[config.mk]
export PLATFORM = sky130hd
export DESIGN_NAME = video_ts_render_flat
export DESIGN_NICKNAME = d
export VERILOG_FILES = /design/src/rtl/video_ts_pkg.sv /design/src/rtl/video_ts_render_if.sv /design/src/rtl/video_ts_pixser.sv /design/src/rtl/video_ts_render.sv /design/src/flat_wrapper.sv
export SDC_FILE = /design/constraint.sdc
export NUM_CORES = 1
export LEC_CHECK = 0
export ABC_AREA = 0
export CORE_MARGIN = 1.5
export CORE_UTILIZATION = 52
export CTS_CLUSTER_DIAMETER = 50
export CTS_CLUSTER_SIZE = 12
export DETAILED_ROUTE_END_ITERATION = 16
export PLACE_DENSITY = 0.94
export SLEW_MARGIN = 5
export SYNTH_ARGS = -nofsm -noshare
export SYNTH_HDL_FRONTEND = slang
export SYNTH_SLANG_ARGS = --single-unit
[constraint.sdc]
create_clock -name clk -period 6.79 [get_ports clk]
set_clock_uncertainty 0.05 [all_clocks]
set_input_delay 1.0185 -clock clk [delete_from_list [all_inputs] [get_ports clk]]
set_output_delay 1.0185 -clock clk [all_outputs]
set_load 0.02 [all_outputs]
[src/rtl/video_ts_pkg.sv]
// Shared definitions for the TS renderer: graphics address layout, nibble order,
// transparent index and the renderer state enum.
package video_ts_pkg;

  localparam int PAGE_MSB = 20;
  localparam int PAGE_LSB = 13;
  localparam int LINE_MSB = 12;
  localparam int LINE_LSB = 7;
  localparam int WORD_MSB = 6;
  localparam int WORD_LSB = 0;

  localparam logic [3:0] TRANSPARENT_PIX = 4'd0;

  typedef enum logic [1:0] {
    IDLE,
    FETCH,
    DRAIN
  } tsr_state_e;

  // Pixel order inside a 4bpp graphics word: low byte first, high nibble first.
  function automatic logic [3:0] pixNibble(input logic [15:0] word, input logic [1:0] idx);
    logic [3:0] nib;
    case (idx)
      2'd0:    nib = word[7:4];
      2'd1:    nib = word[3:0];
      2'd2:    nib = word[15:12];
      default: nib = word[11:8];
    endcase
    return nib;
  endfunction

endpackage

[src/rtl/video_ts_render_if.sv]
// Bundle of the TS engine task port, DRAM graphics slot and line-buffer write port.
interface video_ts_render_if;

  logic        start;
  logic        tsr_go;
  logic [5:0]  tsr_addr;
  logic [8:0]  tsr_line;
  logic [7:0]  tsr_page;
  logic [8:0]  tsr_x;
  logic [2:0]  tsr_xs;
  logic        tsr_xf;
  logic [3:0]  tsr_pal;
  logic        tsr_rdy;
  logic [20:0] dram_addr;
  logic        dram_req;
  logic        dram_next;
  logic [15:0] dram_rdata;
  logic [8:0]  ts_waddr;
  logic [7:0]  ts_wdata;
  logic        ts_we;

  modport master (
    output start, tsr_go, tsr_addr, tsr_line, tsr_page, tsr_x, tsr_xs, tsr_xf, tsr_pal,
    output dram_next, dram_rdata,
    input  tsr_rdy, dram_addr, dram_req, ts_waddr, ts_wdata, ts_we
  );

  modport slave (
    input  start, tsr_go, tsr_addr, tsr_line, tsr_page, tsr_x, tsr_xs, tsr_xf, tsr_pal,
    input  dram_next, dram_rdata,
    output tsr_rdy, dram_addr, dram_req, ts_waddr, ts_wdata, ts_we
  );

endinterface

[src/rtl/video_ts_pixser.sv]
// Word register and 4-pixel serializer; emits one nibble per clock from the held word.
module video_ts_pixser
  import video_ts_pkg::*;
(
  input  logic        clk,
  input  logic        res_n,
  input  logic        clear_i,
  input  logic        load_i,
  input  logic [15:0] word_i,
  output logic [3:0]  pix_o,
  output logic        pix_valid_o,
  output logic        last_pix_o,
  output logic        empty_o
);

  logic [15:0] word_q, word_d;
  logic        full_q, full_d;
  logic [1:0]  cnt_q, cnt_d;

  // A load is only ever requested when empty or on the final nibble, so it never overwrites pending pixels.
  always_comb begin
    word_d = word_q;
    full_d = full_q;
    cnt_d  = cnt_q;
    if (clear_i) begin
      word_d = '0;
      full_d = 1'b0;
      cnt_d  = '0;
    end else if (load_i) begin
      word_d = word_i;
      full_d = 1'b1;
      cnt_d  = '0;
    end else if (full_q) begin
      cnt_d = cnt_q + 2'd1;
      if (cnt_q == 2'd3) full_d = 1'b0;
    end
  end

  always_ff @(posedge clk) begin
    if (!res_n) begin
      word_q <= '0;
      full_q <= 1'b0;
      cnt_q  <= '0;
    end else begin
      word_q <= word_d;
      full_q <= full_d;
      cnt_q  <= cnt_d;
    end
  end

  assign pix_o       = pixNibble(word_q, cnt_q);
  assign pix_valid_o = full_q;
  assign last_pix_o  = full_q && (cnt_q == 2'd3);
  assign empty_o     = !full_q;

endmodule

[src/rtl/video_ts_render.sv]
// TS renderer: latches one tile/sprite task, fetches its graphics words and writes
// non-transparent palette-tagged pixels into the line buffer, optionally X-flipped.
module video_ts_render
  import video_ts_pkg::*;
(
  input  logic             clk,
  input  logic             res_n,
  video_ts_render_if.slave bus
);

  tsr_state_e  state_q;
  logic        rdy_q;
  logic [7:0]  page_q;
  logic [8:0]  line_q;
  logic [5:0]  addr_q;
  logic [2:0]  xs_q;
  logic        xf_q;
  logic [3:0]  pal_q;
  logic [3:0]  wCnt_q;
  logic [8:0]  waddr_q;

  logic [3:0]  pix;
  logic        pixValid;
  logic        lastPix;
  logic        wordEmpty;
  logic        accept;
  logic        load;
  logic        lastWord;
  logic [20:0] dramAddr;

  assign accept   = bus.tsr_go && rdy_q && !bus.start;
  assign load     = bus.dram_next && (state_q == FETCH);
  assign lastWord = (wCnt_q == {xs_q, 1'b1});

  video_ts_pixser u_pixser (
    .clk         (clk),
    .res_n       (res_n),
    .clear_i     (bus.start),
    .load_i      (load),
    .word_i      (bus.dram_rdata),
    .pix_o       (pix),
    .pix_valid_o (pixValid),
    .last_pix_o  (lastPix),
    .empty_o     (wordEmpty)
  );

  // Page and bitmap-line high bits share the top field; the word index wraps within the line.
  always_comb begin
    dramAddr = '0;
    dramAddr[PAGE_MSB:PAGE_LSB] = page_q + {5'b0, line_q[8:6]};
    dramAddr[LINE_MSB:LINE_LSB] = line_q[5:0];
    dramAddr[WORD_MSB:WORD_LSB] = {addr_q, 1'b0} + {3'b0, wCnt_q};
  end

  always_ff @(posedge clk) begin
    if (!res_n || bus.start) begin
      state_q <= IDLE;
      rdy_q   <= 1'b1;
      page_q  <= '0;
      line_q  <= '0;
      addr_q  <= '0;
      xs_q    <= '0;
      xf_q    <= 1'b0;
      pal_q   <= '0;
      wCnt_q  <= '0;
      waddr_q <= '0;
    end else begin
      if (pixValid) waddr_q <= xf_q ? waddr_q - 9'd1 : waddr_q + 9'd1;
      case (state_q)
        IDLE: begin
          if (accept) begin
            page_q  <= bus.tsr_page;
            line_q  <= bus.tsr_line;
            addr_q  <= bus.tsr_addr;
            xs_q    <= bus.tsr_xs;
            xf_q    <= bus.tsr_xf;
            pal_q   <= bus.tsr_pal;
            wCnt_q  <= '0;
            // Flipped segments start at the far end and walk backwards.
            waddr_q <= bus.tsr_x + (bus.tsr_xf ? {3'b000, bus.tsr_xs, 3'b111} : 9'd0);
            rdy_q   <= 1'b0;
            state_q <= FETCH;
          end
        end
        FETCH: begin
          if (bus.dram_next) begin
            wCnt_q <= wCnt_q + 4'd1;
            if (lastWord) state_q <= DRAIN;
          end
        end
        DRAIN: begin
          if (lastPix) begin
            rdy_q   <= 1'b1;
            state_q <= IDLE;
          end
        end
        default: begin
          rdy_q   <= 1'b1;
          state_q <= IDLE;
        end
      endcase
    end
  end

  assign bus.tsr_rdy   = rdy_q;
  assign bus.dram_addr = dramAddr;
  assign bus.dram_req  = (state_q == FETCH) && (wordEmpty || lastPix);
  assign bus.ts_we     = pixValid && (pix != TRANSPARENT_PIX);
  assign bus.ts_wdata  = {pal_q, pix};
  assign bus.ts_waddr  = waddr_q;

endmodule

[src/flat_wrapper.sv]
// flat-port wrapper written by rule: the top's interface ports become plain ports
module video_ts_render_flat import video_ts_pkg::*;
  (clk, res_n, bus_start, bus_tsr_go, bus_tsr_addr, bus_tsr_line, bus_tsr_page, bus_tsr_x, bus_tsr_xs, bus_tsr_xf, bus_tsr_pal, bus_dram_next, bus_dram_rdata, bus_tsr_rdy, bus_dram_addr, bus_dram_req, bus_ts_waddr, bus_ts_wdata, bus_ts_we);
  video_ts_render_if bus_i ();
  input  logic clk;
  input  logic res_n;
  input wire logic [$bits(bus_i.start)-1:0] bus_start;
  input wire logic [$bits(bus_i.tsr_go)-1:0] bus_tsr_go;
  input wire logic [$bits(bus_i.tsr_addr)-1:0] bus_tsr_addr;
  input wire logic [$bits(bus_i.tsr_line)-1:0] bus_tsr_line;
  input wire logic [$bits(bus_i.tsr_page)-1:0] bus_tsr_page;
  input wire logic [$bits(bus_i.tsr_x)-1:0] bus_tsr_x;
  input wire logic [$bits(bus_i.tsr_xs)-1:0] bus_tsr_xs;
  input wire logic [$bits(bus_i.tsr_xf)-1:0] bus_tsr_xf;
  input wire logic [$bits(bus_i.tsr_pal)-1:0] bus_tsr_pal;
  input wire logic [$bits(bus_i.dram_next)-1:0] bus_dram_next;
  input wire logic [$bits(bus_i.dram_rdata)-1:0] bus_dram_rdata;
  output wire logic [$bits(bus_i.tsr_rdy)-1:0] bus_tsr_rdy;
  output wire logic [$bits(bus_i.dram_addr)-1:0] bus_dram_addr;
  output wire logic [$bits(bus_i.dram_req)-1:0] bus_dram_req;
  output wire logic [$bits(bus_i.ts_waddr)-1:0] bus_ts_waddr;
  output wire logic [$bits(bus_i.ts_wdata)-1:0] bus_ts_wdata;
  output wire logic [$bits(bus_i.ts_we)-1:0] bus_ts_we;
  assign bus_i.start = bus_start;
  assign bus_i.tsr_go = bus_tsr_go;
  assign bus_i.tsr_addr = bus_tsr_addr;
  assign bus_i.tsr_line = bus_tsr_line;
  assign bus_i.tsr_page = bus_tsr_page;
  assign bus_i.tsr_x = bus_tsr_x;
  assign bus_i.tsr_xs = bus_tsr_xs;
  assign bus_i.tsr_xf = bus_tsr_xf;
  assign bus_i.tsr_pal = bus_tsr_pal;
  assign bus_i.dram_next = bus_dram_next;
  assign bus_i.dram_rdata = bus_dram_rdata;
  assign bus_tsr_rdy = bus_i.tsr_rdy;
  assign bus_dram_addr = bus_i.dram_addr;
  assign bus_dram_req = bus_i.dram_req;
  assign bus_ts_waddr = bus_i.ts_waddr;
  assign bus_ts_wdata = bus_i.ts_wdata;
  assign bus_ts_we = bus_i.ts_we;
  video_ts_render u_core (.clk(clk), .res_n(res_n), .bus(bus_i));
endmodule
## Word-level counts from Yosys, hierarchy flattened

Index checks and enable logic that the tools add are counted.
Widths: inputs -> output; s select.

| storage, ports and cells | value |
|---|---|
| register bits after elaboration | 66 |
| output and inout port bits | 41 |
| bits of input ports | 61 |

| cells by class | value |
|---|---|
| mux-type cells | 20 |
| reductions and logical operators | 21 |
| bitwise gates (word level) | 2 |
| equality and inequality tests | 10 |
| add/sub/neg operators | 7 |

Operators by type and width:

| operator | number |
|---|---|
| $mux 9 | 4 |
| $pmux 4 s3 | 1 |
| $add 9x1->9 const B | 1 |
| $add 9x9->9 | 1 |
| $sub 9x1->9 const B | 1 |
| $add 8x3->8 | 1 |
| $mux 2 | 4 |
| $mux 4 | 2 |
| $pmux 4 s2 | 1 |
| $add 7x4->7 | 1 |
| $eq 2x2->1 const B | 3 |
| $logic_and 1x1->1 | 6 |
| $mux 6 | 1 |
| $ne 2x1->1 const B | 3 |
| $pmux 2 s3 | 1 |
| $reduce_and 3->1 | 2 |
| $mux 1 | 5 |
| $add 4x1->4 const B | 1 |
| $eq 2x1->1 const B | 2 |
| $eq 4x4->1 | 1 |
| $logic_not 2->1 | 2 |
| $reduce_and 4->1 | 1 |
| $reduce_bool 4->1 | 1 |
| $logic_not 1->1 | 3 |
| 9 further kinds | 11 |

## Longest topological paths before layout

Gate-level depths: netlist of the first run.

| logic depth | value |
|---|---|
| depth after elaboration | 5 |
| gate-level depth with buffers | 8 |
| gate-level depth less buffers | 8 |

## Modules after synthesis

From an unflattened synthesis of the first run, not the netlist that was laid out.

| second synthesis, totals | value |
|---|---|
| cells, all modules | 433 |
| area, all modules | 3693.5 µm² |

By module, submodules not included:

| module | cells an instance | instances | area each (µm²) |
|---|---|---|---|
| video_ts_render | 349 | 1 | 2829.0 |
| video_ts_pixser | 84 | 1 | 864.6 |

## Least setup slack after synthesis of the first run

No wires, ideal clock.

| timing | value |
|---|---|
| path type | reg2out |
| start | register u_core.u_pixser.cnt_q[0] |
| end | output bus_ts_we |
| cell stages (with the launch flop) | 6 |
| data arrival time | 1.692 ns |
| buffers on the path | 1 |
| path slack | 4.029 ns |
| data required time | 5.721 ns |
| path through | dfxtp_1 ha_1 clkbuf_1 mux2i_1 nor4_1 nor2_1 |

| on the way | value |
|---|---|
| cells in the longest elaborated chain, start to end | 4 |
| elaborated cells between the ends (all ways) | 6 |
| classes of those cells | eq/ne: 2; mux: 1; reduce/logical: 3 |

Ends and longest elaborated chain:

| what | line | RTL |
|---|---|---|
| start, declared | video_ts_pixser.sv:18 | `logic [1:0] cnt_q, cnt_d;` |
| start signal, assigned | video_ts_pixser.sv:47 | `cnt_q <= cnt_d;` |
| $eq 2x2->1, or another cell as far along | video_ts_pkg.sv:23 | `case (idx)` |
| $pmux 4 s3 * | video_ts_pkg.sv:23 |  |
| net bus_ts_wdata[2] | flat_wrapper.sv:22 | `output wire logic [$bits(bus_i.ts_wdata)-1:0] bus_ts_wdata;` |
| $reduce_bool 4->1 * | video_ts_render.sv:108 | `assign bus.ts_we = pixValid && (pix != TRANSPARENT_PIX);` |
| $logic_and 1x1->1 * | video_ts_render.sv:108 |  |
| end, declared | flat_wrapper.sv:23 | `output wire logic [$bits(bus_i.ts_we)-1:0] bus_ts_we;` |

Mark *: on every way through the listed nets, which the timed path passes. The rest lies on a longest branch.

## Worst setup path after layout of the first run

| timing | value |
|---|---|
| start | register u_core.wCnt_q[1] |
| end | output bus_dram_addr[5] |

| on the way | value |
|---|---|
| cells in the longest elaborated chain, start to end | 1 |

Ends and longest elaborated chain:

| what | line | RTL |
|---|---|---|
| start, declared | video_ts_render.sv:19 | `logic [3:0] wCnt_q;` |
| start signal, assigned | video_ts_render.sv:87 | `wCnt_q <= wCnt_q + 4'd1;` |
| $add 7x4->7 | video_ts_render.sv:52 | `dramAddr[WORD_MSB:WORD_LSB] = {addr_q, 1'b0} + {3'b0, wCnt_q};` |
| end, declared | flat_wrapper.sv:19 | `output wire logic [$bits(bus_i.dram_addr)-1:0] bus_dram_addr;` |

Every way passes these cells.

==> qor.log, run 1 <==
[status] outcome finished, final reports clean
[sta] achievable frequency 282.3 MHz
[clock_tree] clock latency at the later pin of the worst-skew pair 340 ps
[die] area of the die 7506 um^2
[cells_and_area] Area growth syn-to-layout 34.78%
[logic_synthesis] number of standard cells after synthesis 453
[route] final WL 8987 um
[sta] total negative setup slack 0 ps
[clock_tree] clock buffers created by TritonCTS 9
[placed_design] DP HPWL 6507 um
[power] Tot Pwr 934.6 uW
[sta] share of the clock period used by the worst path 52.17%
[worst_hold_path] type of the worst min-delay path register to register
[grt] largest net degree at the start of global routing 67
[placed_design] final weighted congestion of routability-driven global placement 0.8782
[critical_path] register-to-register setup slack 4350 ps
[sta] number of slew-limit violations in the final report 0
[clock_tree] Post-CTS Hold Fix Bufs 0
[clock_tree] CTS clock-pin slew for the worst setup and hold paths 80 ps
[sta] actual transition at the worst max-transition pin 761.3 ps
[route] DRC viols 0
[logic_synthesis] cell area after synthesis 3637 um^2
[sta] Final Setup Violations 0
[run] max-cap violation count 0
[critical_path] startpoint type of the worst setup path register
[placed_design] input/output buffers 101
[logic_synthesis] yosys synthesis warning count 0
[logic_synthesis] number of distinct library cell variants in the gate-level netlist after synthesis 46
[clock_tree] H-tree Lvls 3
[power] worst IR drop on VDD 0.1222 mV
[die] Starting Density 53.54%
[cells_and_area] Final Instance Area 4902 um^2
[route] DRT Pass-1 Iters 5
[clock_tree] clock root buffer sky130_fd_sc_hd__clkbuf_8
[logic_synthesis] Syn Nets 542
[logic_synthesis] asr flop ratio synth 0%
[sta] worst-case setup margin in the final layout 3248 ps
[logic_synthesis] number of enable-type register cells in the synthesized netlist 0
[sta] final hold violation count 0
[cells_and_area] fraction of the core area covered by cells at the end of the flow 72.15%
[logic_synthesis] most common flop cell mapped by yosys sky130_fd_sc_hd__dfxtp_1
[critical_path] Critical Path Fanout Max 5
[cells_and_area] antenna fix cells 0
[clock_tree] total of cells resized after clock tree synthesis 0
[critical_path] kind of end point of the critical path primary output
[die] core area 6794 um^2
[route] antenna violation net count after detailed routing 0
[critical_path] critical path required time 5720 ps
[sta] worst slew margin relative to its limit 49.25%
[logic_synthesis] sequential area share after synthesis 36.33%
[cells_and_area] most common cell after layout, fill and taps aside sky130_fd_sc_hd__nand2_1
[sta] clock period minus worst slack 3542 ps
[placed_design] setup slack at placement 3219 ps
[grt] aggregate global routing overflow 0
[logic_synthesis] number of register bits inferred by synthesis 66
[grt] antenna violations before repair 0
[clock_tree] clock tree sinks 66
[grt] all-layer global routing usage 24.36%
[critical_path] WP data arrival 2470 ps
[sta] setup repair after global routing missed its margin no
[route] overall via count from detail_route 3464
[clock_tree] TritonCTS clock tree done
[grt] number of global-route vias before repair 3197
[logic_synthesis] average cell area after synthesis 8.029 um^2
[cells_and_area] net count reported at finish 629
[die] I/O Pins 102
[cells_and_area] layout cell share with drive strength beyond 1 4.404%
[cells_and_area] commonest non-fill, non-tap cells in the layout sky130_fd_sc_hd__nand2_1 (109), sky130_fd_sc_hd__clkdlybuf4s50_1 (101), sky130_fd_sc_hd__dfxtp_1 (66)
[clock_tree] CTS Buffer Depth 2
[die] die height 86.64 um
[route] DRC violation total after the first TritonRoute iteration 174
[placed_design] standard cell area after detailed placement 4652 um^2
[grt] global-route wire length before repair 14410 um
[route] detailed-route vias per instance 5.404
[cells_and_area] multi-input combinational cell area 2102 um^2
[cells_and_area] register area 1321 um^2
[die] cell row count 30
[cells_and_area] fill cell count 508
[die] die outline width 86.64 um
[power] areal power density over the cells 190.6 nW/um^2
[clock_tree] post-CTS setup repair buffer count 0
[critical_path] Worst Path Class, Setup register to primary output
[route] routed len/inst 14.02 um
[power] leakage power total 1.815 nW
per-stage QoR:
step | cells | hold slack [ps]
floorplan | 453 | 385.7
global placement | 625 | 391.0
detailed placement | 625 | 403.4
CTS | 641 | 410.6
global route | 641 | 423.8
finish | 641 | 408.6
synthesized netlist by cell type (all sizes together) (8+ instances only):
master	instances	area, um^2
nand2	109	409.1
dfxtp	66	1321
a21oi	65	325.3
ha	24	300.3
inv	20	75.07
nor2	16	60.06
xnor2	16	140.1
buf	14	88.83
clkbuf	14	52.55
a211oi	10	75.07
mux2i	10	100.1
o21ai	10	50.05
xor2	8	70.07
sequential cells by signal (all words and copies together), names as in the netlist:
| register | cells |
|---|---|
| u_core.pal_q | 4 |
| u_core.bus.ts_waddr | 9 |
| u_core.u_pixser.pix_valid_o | 1 |
| u_core.xf_q | 1 |
| u_core.u_pixser.word_q | 16 |
| u_core.line_q | 9 |
| u_core.u_pixser.cnt_q | 2 |
| u_core.xs_q | 3 |
| u_core.state_q | 2 |
| u_core.bus.tsr_rdy | 1 |
| u_core.wCnt_q | 4 |
| u_core.page_q | 8 |
| u_core.addr_q | 6 |
worst paths after layout:
kind / endpoint / cells past startpoint / from
min reg2reg: u_core.pal_q[0] / 2 / u_core.pal_q[0]
min: u_core.pal_q[0] / 2 / u_core.pal_q[0]
max: bus_dram_addr[5] / 7 / u_core.wCnt_q[1]
max reg2reg: u_core.bus.ts_waddr[7] / 7 / u_core.xf_q
area by class of cell:
type	instances	share of cell area, %
timing repair buffer	104	21.08
inverter	20	1.531
multi-input combinational	339	42.88
sequential	66	26.95
tap	96	2.450
clock inverter	6	2.297
clock buffer	10	2.808
where the power goes:
part / leakage (nW) / switching [mW] / internal, mW
clock network: 0.127 / 0.151 / 0.255
logic: 1.15 / 0.0618 / 0.0659
registers: 0.534 / 0.00649 / 0.394
total: 1.82 / 0.219 / 0.715
cell families after synthesis:
family / after synthesis / share of synthesized area [%]
adders and majority gates: 28 / 10.46
buffers and inverters: 48 / 5.951
xor gates and xnor gates: 24 / 5.779
muxes: 10 / 2.752
DFF: 66 / 36.33
and+or+nand+nor: 167 / 20.23
AOI/OAI and AO/OA: 110 / 18.51
metal layers:
metal | vias up | part of all wire, % | track usage [%]
met5 | - | 0 | 0
met2 | 135 | 49 | 41.41
li1 | 1719 | - | -
met3 | 17 | 6.9 | 6.571
met1 | 1593 | 42 | 29.52
met4 | 0 | 2.0 | 8.944
critical path, cell delays in order, from the launching register on:
cell and delay [ps]:
sky130_fd_sc_hd__dfxtp_1 430, sky130_fd_sc_hd__ha_1 200, sky130_fd_sc_hd__inv_1 60, sky130_fd_sc_hd__fa_1 400, sky130_fd_sc_hd__nor2b_1 140, sky130_fd_sc_hd__o21ai_1 90
sky130_fd_sc_hd__xnor2_1 170, sky130_fd_sc_hd__clkdlybuf4s50_1 640
Note: power is estimated with default switching activity, not from simulation.
==> inputs of run 2 (changes only) <==
CORE_UTILIZATION = 48   (was 52)
PLACE_DENSITY = 0.88   (was 0.94)
clock period = 3.4 ns   (was 6.79 ns; I/O delays follow)
==> run 2 against run 1 <==
  * Wire length grew 3.2%
  * Flip-flop and latch count is the same
  * Global-route usage shrank 0.74 points
  * Worst setup slack lost 2900 ps
  * Non-clock buffer count is the same
  * Die area grew 8.0%
  * Register-to-register slack lost 3400 ps
  * Cell area shrank 0.38%
  * Power grew 92%
  * Hold slack gained 0.61 ps
  * Critical path type unchanged
  * Largest cell class unchanged
==> qor.log, run 2 (synthesis gave the netlist of run 1 again) <==
[sta] worst slew margin relative to its limit 40.45%
[grt] global-route wire length before repair 15760 um
[clock_tree] clock buffers created by TritonCTS 9
[power] worst IR drop on VDD 0.2344 mV
[cells_and_area] fill cell count 633
[clock_tree] post-CTS setup repair buffer count 0
[sta] number of slew-limit violations in the final report 0
[status] outcome finished, final reports clean
[clock_tree] clock root buffer sky130_fd_sc_hd__clkbuf_8
[die] cell row count 31
[sta] Final Setup Violations 0
[run] max-cap violation count 0
[clock_tree] TritonCTS clock tree done
[critical_path] startpoint type of the worst setup path register
[die] area of the die 8109 um^2
[route] detailed-route vias per instance 5.517
[cells_and_area] Final Instance Area 4883 um^2
[route] overall via count from detail_route 3553
[critical_path] Worst Path Class, Setup register to primary output
[critical_path] Critical Path Fanout Max 4
[grt] number of global-route vias before repair 3512
[worst_hold_path] Endpoint, Worst Hold u_core.u_pixser.word_q[10]
[worst_hold_path] hold path cells 2
[clock_tree] total of cells resized after clock tree synthesis 0
[route] final WL 9275 um
[clock_tree] clock tree sinks 66
[clock_tree] H-tree Lvls 3
[cells_and_area] antenna fix cells 0
[route] top routing layer in use met4
[cells_and_area] multi-input combinational cell area 2102 um^2
[route] DRC violation total after the first TritonRoute iteration 233
[sta] share of the clock period used by the worst path 88.38%
[route] DRC viols 0
[route] post-route met1 wirelength 3932 um
[critical_path] kind of end point of the critical path primary output
[die] core area 7292 um^2
[die] die height 90.05 um
[sta] achievable frequency 332.8 MHz
[worst_hold_path] type of the worst min-delay path register to register
[placed_design] placed cells 628
[critical_path] register-to-register setup slack 920 ps
[route] routed len/inst 14.40 um
[cells_and_area] Area growth syn-to-layout 34.26%
[placed_design] final weighted congestion of routability-driven global placement 0.9348
[die] I/O Pins 102
[cells_and_area] most common cell after layout, fill and taps aside sky130_fd_sc_hd__nand2_1
[clock_tree] CTS clock-pin slew for the worst setup and hold paths 80 ps
[route] DRT Pass-1 Iters 4
[placed_design] input/output buffers 101
[cells_and_area] max reg flops 16
[die] die outline width 90.05 um
[grt] antenna violations before repair 0
[power] areal power density over the cells 366.7 nW/um^2
[cells_and_area] register area 1321 um^2
[cells_and_area] layout cell share with drive strength beyond 1 4.404%
[route] antenna violation net count after detailed routing 0
[critical_path] launching instance or port of the critical path u_core.u_pixser.cnt_q[1]
[cells_and_area] non-filler instance count after layout 644
[cells_and_area] fraction of the core area covered by cells at the end of the flow 66.97%
[clock_tree] clock latency at the later pin of the worst-skew pair 330 ps
[power] leakage power total 1.801 nW
[grt] aggregate global routing overflow 0
[critical_path] WP data arrival 2440 ps
[placed_design] standard cell area after detailed placement 4656 um^2
[grt] all-layer global routing usage 23.62%
[clock_tree] CTS Buffer Depth 2
[clock_tree] Post-CTS Hold Fix Bufs 0
[critical_path] Worst R2R Start u_core.xf_q
[sta] actual transition at the worst max-transition pin 893.3 ps
[sta] clock period minus worst slack 3005 ps
[power] Tot Pwr 1.791 mW
[critical_path] R2R Path End u_core.bus.ts_waddr[8]
[sta] setup repair after global routing missed its margin no
[critical_path] critical path required time 2840 ps
[cells_and_area] commonest non-fill, non-tap cells in the layout sky130_fd_sc_hd__nand2_1 (109), sky130_fd_sc_hd__clkdlybuf4s50_1 (101), sky130_fd_sc_hd__dfxtp_1 (66)
[die] Starting Density 49.88%
[route] met3 routed wirelength 624 um
[critical_path] logic depth of the worst register-to-register path 8
[grt] largest net degree at the start of global routing 46
[placed_design] DP HPWL 6831 um
[sta] final hold violation count 0
[cells_and_area] net count reported at finish 629
[worst_hold_path] Hold Crit Start u_core.u_pixser.word_q[10]
[sta] total negative setup slack 0 ps
[route] detailed-routed wire length on met2 4494 um
[cells_and_area] largest reg by FF count u_core.u_pixser.word_q
[run 2: worst max path at each step]
stage | endpoint | slack (ps) | cells after the start
2_1_floorplan | bus_ts_we | 1150 | 5
3_3_place_gp | u_core.bus.ts_waddr[8] | 430 | 9
3_5_place_dp | u_core.bus.ts_waddr[6] | 310 | 9
4_1_cts | bus_ts_we | 350 | 7
5_1_grt | bus_ts_we | 160 | 7
6_report | bus_ts_we | 400 | 7
[run 2: final cells by class]
cell class / instances / share of cell area (%)
Inverter: 20 / 1.537
Timing Repair Buffer: 104 / 21.16
Tap cell: 99 / 2.537
Clock buffer: 10 / 2.818
Sequential cell: 66 / 27.06
Clock inverter: 6 / 1.845
Multi-Input combinational cell: 339 / 43.04
[run 2: power by group]
part,internal [mW],switching (mW)
registers,0.787,0.0128
logic,0.132,0.127
clock network,0.434,0.298
total,1.35,0.438
[run 2: per-stage QoR]
step	setup WS (ps)	hold WS, ps
after floorplan	1148	385.7
after global placement	433.4	391.8
after detailed placement	312.1	397.7
after CTS	352.1	407.4
after global routing	163.4	434.0
final	395.1	409.2
[run 2: per-layer routing]
metal	global-route usage, %	vias up
met5	0	-
met4	11.38	0
met3	5.922	21
met2	39.08	139
met1	28.56	1672
li1	-	1721
[run 2: worst max-delay path, cell delays in order, from the launching register on]
cell	delay [ps]
sky130_fd_sc_hd__dfxtp_1	370
sky130_fd_sc_hd__inv_1	80
sky130_fd_sc_hd__ha_1	230
sky130_fd_sc_hd__a222oi_1	380
sky130_fd_sc_hd__mux2i_1	170
sky130_fd_sc_hd__nor4_1	260
sky130_fd_sc_hd__nor2_1	70
sky130_fd_sc_hd__clkdlybuf4s50_1	550
